==> src/rtl/alu_mc.sv <==
// Multi-cycle ALU for the tiny CPU datapath: registered result and flags, with
// iterative multiply and variable shifts behind a start/busy/done handshake.
module alu_mc #(
  parameter int WIDTH = 8
) (
  input  logic             clk,
  input  logic             rst,
  input  logic             start,
  input  logic [3:0]       alus,
  input  logic [WIDTH-1:0] x,
  input  logic [WIDTH-1:0] bus,
  output logic             busy,
  output logic             done,
  output logic [WIDTH-1:0] dout,
  output logic             zf,
  output logic             nf,
  output logic             cf,
  output logic             vf,
  output logic             err
);

  localparam int CW = $clog2(WIDTH + 1);

  typedef enum logic [3:0] {
    OP_ZERO = 4'b0000,
    OP_ADD  = 4'b0001,
    OP_SUB  = 4'b0010,
    OP_INC  = 4'b0011,
    OP_DEC  = 4'b0100,
    OP_AND  = 4'b0101,
    OP_OR   = 4'b0110,
    OP_NOT  = 4'b0111,
    OP_SHL1 = 4'b1000,
    OP_SHR1 = 4'b1001,
    OP_MUL  = 4'b1010,
    OP_XOR  = 4'b1011,
    OP_SHL  = 4'b1100,
    OP_SHR  = 4'b1101,
    OP_ILL0 = 4'b1110,
    OP_ILL1 = 4'b1111
  } op_t;

  typedef enum logic {IDLE, EXEC} state_t;

  state_t             state, state_n;
  logic [3:0]         op_q;
  logic [CW-1:0]      cnt, cnt_init, xsat;
  logic [2*WIDTH-1:0] acc, mcand, acc_init, acc_step;
  logic [WIDTH-1:0]   mplier;
  logic               multi, load, wr_single, wr_exec;
  logic [WIDTH-1:0]   res1, res_x, res_w;
  logic               cf1, vf1, err1, cf_x, cf_w, vf_w, err_w;
  logic [WIDTH:0]     ext;
  logic [WIDTH-1:0]   smin, smax;

  assign smin = {1'b1, {(WIDTH-1){1'b0}}};
  assign smax = ~smin;
  assign busy = (state == EXEC);

  // Single-cycle result and flags, straight from the inputs at the start edge.
  always_comb begin
    res1 = '0;
    cf1  = 1'b0;
    vf1  = 1'b0;
    err1 = 1'b0;
    ext  = '0;
    case (alus)
      OP_ZERO: res1 = '0;
      OP_ADD: begin
        ext  = {1'b0, bus} + {1'b0, x};
        res1 = ext[WIDTH-1:0];
        cf1  = ext[WIDTH];
        vf1  = (bus[WIDTH-1] == x[WIDTH-1]) && (ext[WIDTH-1] != bus[WIDTH-1]);
      end
      OP_SUB: begin
        ext  = {1'b0, bus} - {1'b0, x};
        res1 = ext[WIDTH-1:0];
        cf1  = ext[WIDTH];
        vf1  = (bus[WIDTH-1] != x[WIDTH-1]) && (ext[WIDTH-1] != bus[WIDTH-1]);
      end
      OP_INC: begin
        res1 = bus + 1'b1;
        cf1  = &bus;
        vf1  = (bus == smax);
      end
      OP_DEC: begin
        res1 = bus - 1'b1;
        cf1  = ~|bus;
        vf1  = (bus == smin);
      end
      OP_AND: res1 = bus & x;
      OP_OR:  res1 = bus | x;
      OP_NOT: res1 = ~bus;
      OP_XOR: res1 = bus ^ x;
      OP_SHL1: begin
        res1 = {bus[WIDTH-2:0], 1'b0};
        cf1  = bus[WIDTH-1];
      end
      OP_SHR1: begin
        res1 = {1'b0, bus[WIDTH-1:1]};
        cf1  = bus[0];
      end
      // Only x of 0 or 1 reaches the single-cycle path for variable shifts.
      OP_SHL: begin
        if (x == '0) begin
          res1 = bus;
        end else begin
          res1 = {bus[WIDTH-2:0], 1'b0};
          cf1  = bus[WIDTH-1];
        end
      end
      OP_SHR: begin
        if (x == '0) begin
          res1 = bus;
        end else begin
          res1 = {1'b0, bus[WIDTH-1:1]};
          cf1  = bus[0];
        end
      end
      OP_MUL:  res1 = '0;
      default: err1 = 1'b1;
    endcase
  end

  // Multi-cycle ops perform their first step on the start edge, so the counter
  // holds the number of remaining EXEC cycles.
  always_comb begin
    multi    = 1'b0;
    cnt_init = '0;
    acc_init = '0;
    xsat     = x[CW-1:0];
    if (x >= WIDTH'(WIDTH)) begin
      xsat = CW'(WIDTH);
    end
    case (alus)
      OP_MUL: begin
        multi    = 1'b1;
        cnt_init = CW'(WIDTH - 1);
        acc_init = x[0] ? {{WIDTH{1'b0}}, bus} : '0;
      end
      OP_SHL: begin
        multi    = |x[WIDTH-1:1];
        cnt_init = xsat - 1'b1;
        acc_init = {{WIDTH{1'b0}}, bus[WIDTH-2:0], 1'b0};
      end
      OP_SHR: begin
        multi    = |x[WIDTH-1:1];
        cnt_init = xsat - 1'b1;
        acc_init = {{WIDTH{1'b0}}, 1'b0, bus[WIDTH-1:1]};
      end
      default: multi = 1'b0;
    endcase
  end

  // One iteration of the latched multi-cycle op.
  always_comb begin
    acc_step = acc;
    cf_x     = 1'b0;
    case (op_q)
      OP_MUL: begin
        acc_step = mplier[0] ? (acc + mcand) : acc;
        cf_x     = |acc_step[2*WIDTH-1:WIDTH];
      end
      OP_SHL: begin
        acc_step = {{WIDTH{1'b0}}, acc[WIDTH-2:0], 1'b0};
        cf_x     = acc[WIDTH-1];
      end
      default: begin
        acc_step = {{WIDTH{1'b0}}, 1'b0, acc[WIDTH-1:1]};
        cf_x     = acc[0];
      end
    endcase
    res_x = acc_step[WIDTH-1:0];
  end

  // Next-state logic and the write strobes for the result registers.
  always_comb begin
    state_n   = state;
    load      = 1'b0;
    wr_single = 1'b0;
    wr_exec   = 1'b0;
    case (state)
      IDLE: begin
        if (start) begin
          if (multi) begin
            load    = 1'b1;
            state_n = EXEC;
          end else begin
            wr_single = 1'b1;
          end
        end
      end
      EXEC: begin
        if (cnt == CW'(1)) begin
          wr_exec = 1'b1;
          state_n = IDLE;
        end
      end
      default: state_n = IDLE;
    endcase
  end

  assign res_w = wr_exec ? res_x : res1;
  assign cf_w  = wr_exec ? cf_x  : cf1;
  assign vf_w  = wr_exec ? 1'b0  : vf1;
  assign err_w = wr_exec ? 1'b0  : err1;

  always_ff @(posedge clk or posedge rst) begin
    if (rst) begin
      state <= IDLE;
    end else begin
      state <= state_n;
    end
  end

  // Operand latches, iteration state and the registered result/flags.
  always_ff @(posedge clk or posedge rst) begin
    if (rst) begin
      op_q   <= '0;
      cnt    <= '0;
      acc    <= '0;
      mcand  <= '0;
      mplier <= '0;
      done   <= 1'b0;
      dout   <= '0;
      zf     <= 1'b0;
      nf     <= 1'b0;
      cf     <= 1'b0;
      vf     <= 1'b0;
      err    <= 1'b0;
    end else begin
      done <= wr_single | wr_exec;
      if (wr_single | wr_exec) begin
        dout <= res_w;
        zf   <= (res_w == '0);
        nf   <= res_w[WIDTH-1];
        cf   <= cf_w;
        vf   <= vf_w;
        err  <= err_w;
      end
      if (load) begin
        op_q   <= alus;
        cnt    <= cnt_init;
        acc    <= acc_init;
        mcand  <= {{(WIDTH-1){1'b0}}, bus, 1'b0};
        mplier <= {1'b0, x[WIDTH-1:1]};
      end else if (state == EXEC) begin
        acc    <= acc_step;
        mcand  <= mcand << 1;
        mplier <= mplier >> 1;
        cnt    <= cnt - 1'b1;
      end
    end
  end

endmodule

==> config.mk <==
export PLATFORM = sky130hd
export DESIGN_NAME = alu_mc
export DESIGN_NICKNAME = d
export VERILOG_FILES = /design/src/rtl/alu_mc.sv
export SDC_FILE = /design/constraint.sdc
export NUM_CORES = 1
export LEC_CHECK = 0
export CAP_MARGIN = 20
export CORE_MARGIN = 3
export CORE_UTILIZATION = 25
export CTS_BUF_LIST = sky130_fd_sc_hd__clkbuf_8
export DETAILED_ROUTE_END_ITERATION = 10
export PLACE_DENSITY = 0.49
export SLEW_MARGIN = 25
export SYNTH_ARGS = -nofsm -noshare
export SYNTH_HDL_FRONTEND = slang
export SYNTH_SLANG_ARGS = --single-unit
==> constraint.sdc <==
create_clock -name clk -period 3.17 [get_ports clk]
set_clock_uncertainty 0.1 [all_clocks]
set_input_delay 0.634 -clock clk [delete_from_list [all_inputs] [get_ports clk]]
set_output_delay 0.634 -clock clk [all_outputs]
set_load 0.01 [all_outputs]
==> metrics.csv, run 1 <==
stage,metric,value,unit
drt,routed vias/inst,5.159,
synthesis,YS warnings,0,
worst_setup_path,Worst Path Buf+Inv,4,
worst_setup_path,crit-path cells,dlygate4sd2_1 > inv_1 > ha_1 > inv_1 > fa_2 > nand2b_1 > a21oi_1 > o21bai_1 > mux2_4 > nor4_4 > buf_4 > o22ai_2 > mux2_2,
floorplanning,Die ar.,26340,µm²
sta,Max Slew Vio Count,0,
synthesis,adder-cell share of the synthesized area,9.586,%
finish,final net count,973,
synthesis,xor/xnor cell area share of the yosys netlist,2.868,%
worst_hold_path,Hold Crit Start,mplier[6]$_DFFE_PP0P_,
sta,Tmin final,3.039,ns
worst_setup_path,r2r startpoint,acc[1]$_DFFE_PP0P_,
synthesis,Yosys top cell area share,24.58,%
worst_setup_path,crit path capture type,flop,
grt,vias in the first global route,6172,
worst_hold_path,hold path endpoint,mplier[5]$_DFFE_PP0P_,
cts,CTS Hold Bufs,0,
floorplanning,Core Region,23750,µm²
floorplanning,Rows,56,
drt,Pre-antenna DRT Iters,5,
sta,Hold Worst Slack,0.3874,ns
synthesis,main combinational cell family by area after synthesis,compound AO/OA/AOI/OAI gates,
placement,GP Congestion,0.9319,
sta,worst slew pin tran,0.5700,ns
grt,largest net degree at the start of global routing,61,
worst_setup_path,CP max stage cell,fa_2,
worst_setup_path,reg2reg end,acc[15]$_DFFE_PP0P_,
synthesis,post-synthesis mux area share,2.827,%
sta,max_slew headroom,61.96,%
drt,initial drt markers,449,
synthesis,Post-Synthesis Cells,754,
synthesis,post-synthesis sequential area ratio,24.58,%
cts,Clock Path Buffers,2,
worst_setup_path,R2R Setup Slk,0.20,ns
synthesis,Simple-Gate Fraction of Synth Area,24.25,%
floorplanning,Die Y,162.3,µm
floorplanning,Initial Utilization,25.72,%
grt,initial antenna violation count,0,
synthesis,"EDFF count, synth",0,
synthesis,"Async S/R FF share, synth",100.0,%
synthesis,synthesized net count,822,
worst_setup_path,Worst R2R Path Depth,10,
placement,placed cell area,7716,µm²
power,Leak,3.550,nW
cts,clock sink total,60,
cts,CTS Buf Count,9,
worst_setup_path,Worst setup SP type,input port,
synthesis,most used flip-flop cell after synthesis,dfrtp_1,
finish,fin area,8090,µm²
worst_setup_path,CP Class,in2reg,
worst_setup_path,CP max FO,4,
grt,first-pass GRT wire length,34.71,mm
sta,# setup viols final,0,
cts,H-tree Lvls,3,
drt,via count,6341,
outcome,status,finished clean,
worst_setup_path,CP most frequent cell,inv_1,
worst_setup_path,CP required,3.32,ns
finish,# diodes,0,
sta,Max Fclk,329.1,MHz
cts,"Clk pin slew, worst setup/hold paths",0.07,ns
floorplanning,IO Count,38,
cts,clk root buf,clkbuf_8,
synthesis,top post-synthesis cells by area,"dfrtp_1 (25%), ha_1 (8.6%), nand2_1 (5.1%)",
floorplanning,Die W,162.3,µm
sta,final hold vios,0,
cts,Skew-Pair Late Insertion Delay,0.37,ns
finish,Register Area,1503,µm²
synthesis,dominant cell type by area after synthesis,dfrtp_1,
synthesis,Mean Syn Cell Area,8.101,µm²
worst_hold_path,worst hold path type,reg2reg,
drt,drt wl/cell,17.76,µm
synthesis,synthesis-stage register bit count,60,
finish,proportion of layout cells with a drive suffix above 1,25.49,%
placement,I/O Buffers,37,
grt,overall routing resource usage,16.76,%
power,Peak VDD IR,0.3669,mV
placement,Detail Placement HPWL,17.25,mm
finish,Multi-input gate area,4302,µm²
worst_setup_path,max incr delay on CP,0.43,ns
job,Max-cap violations,0,
sta,final worst-path cycle share,95.86,%
synthesis,Syn Std Cell Area,6108,µm²
worst_setup_path,crit path DAT,3.19,ns
finish,Layout fillers,2502,
drt,Antenna Nets Post-Route,0,
synthesis,Synth Area in Compound Gates,28.76,%
drt,Post-route DRC,0,
cts,CTS tree,done,
worst_setup_path,Worst path top cell family by delay,multiplexers,
worst_hold_path,hold path cells,2,
synthesis,Yosys cell types,99,
finish,Area growth syn-to-layout,32.45,%
grt,GR Overflow Total,0,
drt,DRT Wirelength,21.83,mm
power,Power Dens Cells,521.3,nW/µm²
-- worst reg2reg max path, stage by stage, from the launching register on --
cell and delay (ns):
dfrtp_1 0.40, ha_1 0.27, fa_1 0.41, a211o_1 0.35, a21oi_2 0.22, o211ai_1 0.19, a41oi_2 0.30, xnor2_1 0.15
nand2_1 0.10, or3_1 0.36, o21ai_1 0.07
-- cell usage after synthesis, types with 8 or more instances --
cell type,instances
nor3_1,16
ha_1,42
nand2_1,83
buf_2,16
a31oi_1,10
a21oi_1,54
xnor2_1,14
o211ai_1,8
o31ai_1,8
o22ai_1,10
nand3_1,15
nor2_1,72
a211oi_1,12
and3_1,9
inv_1,33
dfrtp_1,60
a22oi_1,8
a21o_1,12
clkbuf_1,20
o21ai_0,50
nand2b_1,9
mux2i_1,9
-- routing by layer --
| layer | part of all wire, % | global-route usage [%] |
|---|---|---|
| met5 | 0 | 0 |
| met4 | 2.2 | 4.808 |
| met3 | 5.4 | 2.958 |
| met2 | 43 | 24.92 |
| met1 | 49 | 24.74 |
-- cells by family (layout without fill, tap and decap cells) --
| kind of cell | count (synthesis) | after routing |
|---|---|---|
| AND/OR/NAND/NOR | 274 | 274 |
| AO/OA/AOI/OAI | 254 | 254 |
| buffers and inverters | 85 | 241 |
| flip-flops | 60 | 60 |
| adder cells (fa/ha/maj) | 45 | 45 |
| XOR/XNOR | 20 | 20 |
| multiplexers | 16 | 16 |
-- placed cells by master, fill, tap and decap left out, types with 14 or more instances in the layout --
cell type,Yosys,final
buf_4,6,151
nand2_1,83,82
nor2_1,72,71
dfrtp_1,60,59
a21oi_1,54,52
o21ai_0,50,49
ha_1,42,38
inv_1,33,32
clkdlybuf4s50_1,0,30
nand3_1,15,15
nor3_1,16,14
xnor2_1,14,14
-- final cells by class --
cell class / count / area share [%]
Multi-Input combinational cell: 609 / 53.17
Timing Repair Buffer: 192 / 19.42
Sequential cell: 60 / 18.57
Tap cell: 319 / 4.934
Clock buffer: 9 / 1.531
Inverter: 33 / 1.531
Clock inverter: 7 / 0.8351
-- state kept, by name, summed over array words and instances, names as in the netlist --
register	cells
vf	1
cnt	4
dout	8
mcand	15
cf	1
acc	16
err	1
zf	1
done	1
busy	1
mplier	7
op_q	4
-- worst max path at each step --
stage                     startpoint                   to  cells past startpoint
after floorplan               bus[0]  dout[6]$_DFFE_PP0P_                     12
after global placement        bus[0]       zf$_DFFE_PP0P_                     14
after detailed placement      bus[0]       zf$_DFFE_PP0P_                     14
after CTS                    alus[1]       zf$_DFFE_PP0P_                     13
after global routing            x[2]       zf$_DFFE_PP0P_                     12
final                         bus[0]  dout[6]$_DFFE_PP0P_                     13
-- timing repair --
| item | 4_1_cts | 5_1_grt |
|---|---|---|
| gates resized for setup | 16 | 22 |
| setup buffers | 3 | 1 |
| setup endpoints to repair | 3 | 7 |
| cloned | 0 | 0 |
| pin swaps | 6 | 6 |
-- stage by stage --
stage,utilization (%),TNS [ns],instances,power (mW),setup slack [ns]
6_report,34.06,0,1229,4.217,0.1313
5_1_grt,34.06,-0.02713,1229,4.551,-0.02713
4_1_cts,33.67,0,1228,4.224,0.001414
3_5_place_dp,32.49,-4.126,1209,3.460,-0.6286
3_3_place_gp,32.49,-3.807,1209,3.456,-0.5896
2_1_floorplan,-,0,754,2.618,0.1911
-- power breakdown --
part | switching (mW) | internal [mW]
clock | 0.351 | 0.360
combinational | 1.18 | 1.00
sequential | 0.289 | 1.03
Power figures use the tool's default switching activity.
==> inputs of run 2 (changes only) <==
--- a/config.mk
+++ b/config.mk
@@ -5,12 +5,10 @@
 export SDC_FILE = /design/constraint.sdc
 export NUM_CORES = 1
 export LEC_CHECK = 0
-export CAP_MARGIN = 20
 export CORE_MARGIN = 3
 export CORE_UTILIZATION = 25
 export CTS_BUF_LIST = sky130_fd_sc_hd__clkbuf_8
 export DETAILED_ROUTE_END_ITERATION = 10
-export PLACE_DENSITY = 0.49
 export SLEW_MARGIN = 25
 export SYNTH_ARGS = -nofsm -noshare
 export SYNTH_HDL_FRONTEND = slang
==> metrics.csv, run 2 (same netlist as run 1, synthesis figures left out) <==
stage,metric,value,unit
floorplanning,IO Count,38,
power,Peak VDD IR,0.4203,mV
drt,DRT Wirelength,21.96,mm
finish,proportion of layout cells with a drive suffix above 1,25.71,%
worst_setup_path,crit path DAT,3.26,ns
worst_setup_path,crit path capture type,flop,
finish,"commonest cells after routing, fill and taps aside","buf_4 (152), nand2_1 (82), nor2_1 (71), dfrtp_1 (59), a21oi_1 (50)",
drt,via count,6445,
drt,routed vias/inst,5.244,
worst_hold_path,worst hold path type,reg2reg,
sta,final hold vios,0,
worst_setup_path,Worst path top cell family by delay,compound AO/OA/AOI/OAI gates,
finish,"commonest non-fill, non-tap cell in the layout",buf_4,
worst_setup_path,Worst setup SP type,input port,
finish,Area growth syn-to-layout,32.22,%
floorplanning,Die W,162.3,µm
cts,CTS Hold Bufs,0,
worst_setup_path,CP required,3.32,ns
cts,Clock Path Buffers,2,
floorplanning,Core Region,23750,µm²
sta,Tmin final,3.117,ns
finish,fin area,8077,µm²
worst_setup_path,max incr delay on CP,0.48,ns
worst_setup_path,CP max FO,3,
worst_setup_path,Worst Path Buf+Inv,3,
finish,final net count,973,
cts,CTS tree,done,
placement,I/O Buffers,37,
grt,GR Overflow Total,0,
finish,largest registers,"acc x16, mcand x15, dout x8",
grt,initial antenna violation count,0,
drt,Pre-antenna DRT Iters,6,
job,Max-cap violations,0,
power,Leak,3.518,nW
sta,worst slew pin tran,0.5673,ns
placement,GP Congestion,0.9296,
cts,CTS Buf Count,9,
finish,number of flip-flops in the largest register,16,
worst_setup_path,CP Class,in2reg,
drt,drt wl/cell,17.87,µm
power,Power Dens Cells,519.4,nW/µm²
drt,Post-route DRC,0,
sta,final worst-path cycle share,98.34,%
worst_setup_path,Worst Setup EP,zf$_DFFE_PP0P_,
power,"Power, Total",4.195,mW
worst_setup_path,Critical Path Source,alus[2],
worst_setup_path,CP Depth,13,
cts,"Clk pin slew, worst setup/hold paths",0.07,ns
sta,max_slew headroom,62.13,%
floorplanning,Rows,56,
drt,initial drt markers,623,
floorplanning,Die Y,162.3,µm
finish,# diodes,0,
finish,"Most flops, register",acc,
placement,placed cell area,7716,µm²
placement,Detail Placement HPWL,17.12,mm
grt,first-pass GRT wire length,34.71,mm
grt,largest net degree at the start of global routing,38,
sta,# setup viols final,0,
sta,Max Slew Vio Count,0,
sta,Max Fclk,320.8,MHz
worst_setup_path,Worst R2R Path Depth,12,
grt,overall routing resource usage,16.64,%
cts,Skew-Pair Late Insertion Delay,0.37,ns
worst_setup_path,CP max stage cell,clkdlybuf4s50_1,
cts,clock sink total,60,
drt,Antenna Nets Post-Route,0,
floorplanning,Die ar.,26340,µm²
worst_setup_path,r2r startpoint,mcand[1]$_DFFE_PP0P_,
cts,H-tree Lvls,3,
outcome,status,finished clean,
worst_setup_path,R2R Setup Slk,0.14,ns
worst_setup_path,CP most frequent cell,buf_4,
worst_setup_path,crit-path cells,clkdlybuf4s50_1 > nor4b_4 > xnor2_1 > ha_2 > buf_4 > nor4b_2 > o21ai_1 > a2bb2oi_2 > nor4_2 > buf_4 > o22ai_2 > nor3_2 > a32o_1,
grt,vias in the first global route,6301,
floorplanning,Initial Utilization,25.72,%
worst_setup_path,reg2reg end,zf$_DFFE_PP0P_,
cts,clk root buf,clkbuf_8,
## run 2: area by class of cell
cell class | count | area, µm²
multi-input cells | 609 | 4314
inverters | 33 | 123.9
well taps | 319 | 399.1
flip-flops and latches | 60 | 1503
fillers | 2504 | 15680
clock inverters | 5 | 28.78
clock buffers | 11 | 151.4
repair buffers | 192 | 1556
## run 2: what timing repair did
action,in CTS,in global routing
pin swaps,2,14
setup endpoints to repair,3,6
buffers inserted,1,3
gates cloned,0,0
hold endpoints to repair,0,0
gates resized for setup,8,33
## run 2: worst min-delay path: cells and delay by family (launching register included)
kind	cells	cell delay (ns)
flops	1	0.35
compound gates	1	0.06
simple gates	1	0.05
## run 2: power by group
part           internal, mW  switching, mW  total (mW)
clock network         0.320          0.333       0.654
logic                  1.02           1.22        2.24
registers              1.04          0.267        1.30
## run 2: stage by stage
step,utilization (%),cells,setup WS [ns],TNS (ns),hold slack [ns]
detailed placement,32.49,1209,-0.5678,-3.923,0.3780
global placement,32.49,1209,-0.5122,-3.306,0.3588
global route,34.00,1229,-0.04686,-0.04686,0.4213
floorplan,-,754,0.1911,0,0.3497
CTS,33.33,1226,0.01393,0,0.3887
finish,34.00,1229,0.05272,0,0.3911
## run 2: worst min path at each step
stage	end	startpoint	cells after the start
after floorplan	mplier[5]$_DFFE_PP0P_	mplier[6]$_DFFE_PP0P_	2
final	mplier[5]$_DFFE_PP0P_	mplier[6]$_DFFE_PP0P_	2
after detailed placement	mplier[5]$_DFFE_PP0P_	mplier[6]$_DFFE_PP0P_	2
after CTS	mplier[4]$_DFFE_PP0P_	mplier[5]$_DFFE_PP0P_	2
after global routing	cnt[3]$_DFFE_PP0P_	cnt[3]$_DFFE_PP0P_	1
after global placement	mplier[2]$_DFFE_PP0P_	mplier[3]$_DFFE_PP0P_	2
## run 2: routing by layer
metal | part of all wire (%) | vias to the layer above | wire length (µm) | track usage, %
li1 | - | 3097 | - | -
met1 | 49 | 3100 | 10670 | 24.01
met2 | 44 | 224 | 9643 | 25.51
met3 | 6.0 | 24 | 1314 | 3.188
met4 | 1.5 | 0 | 331 | 4.149
met5 | 0 | - | 0 | 0
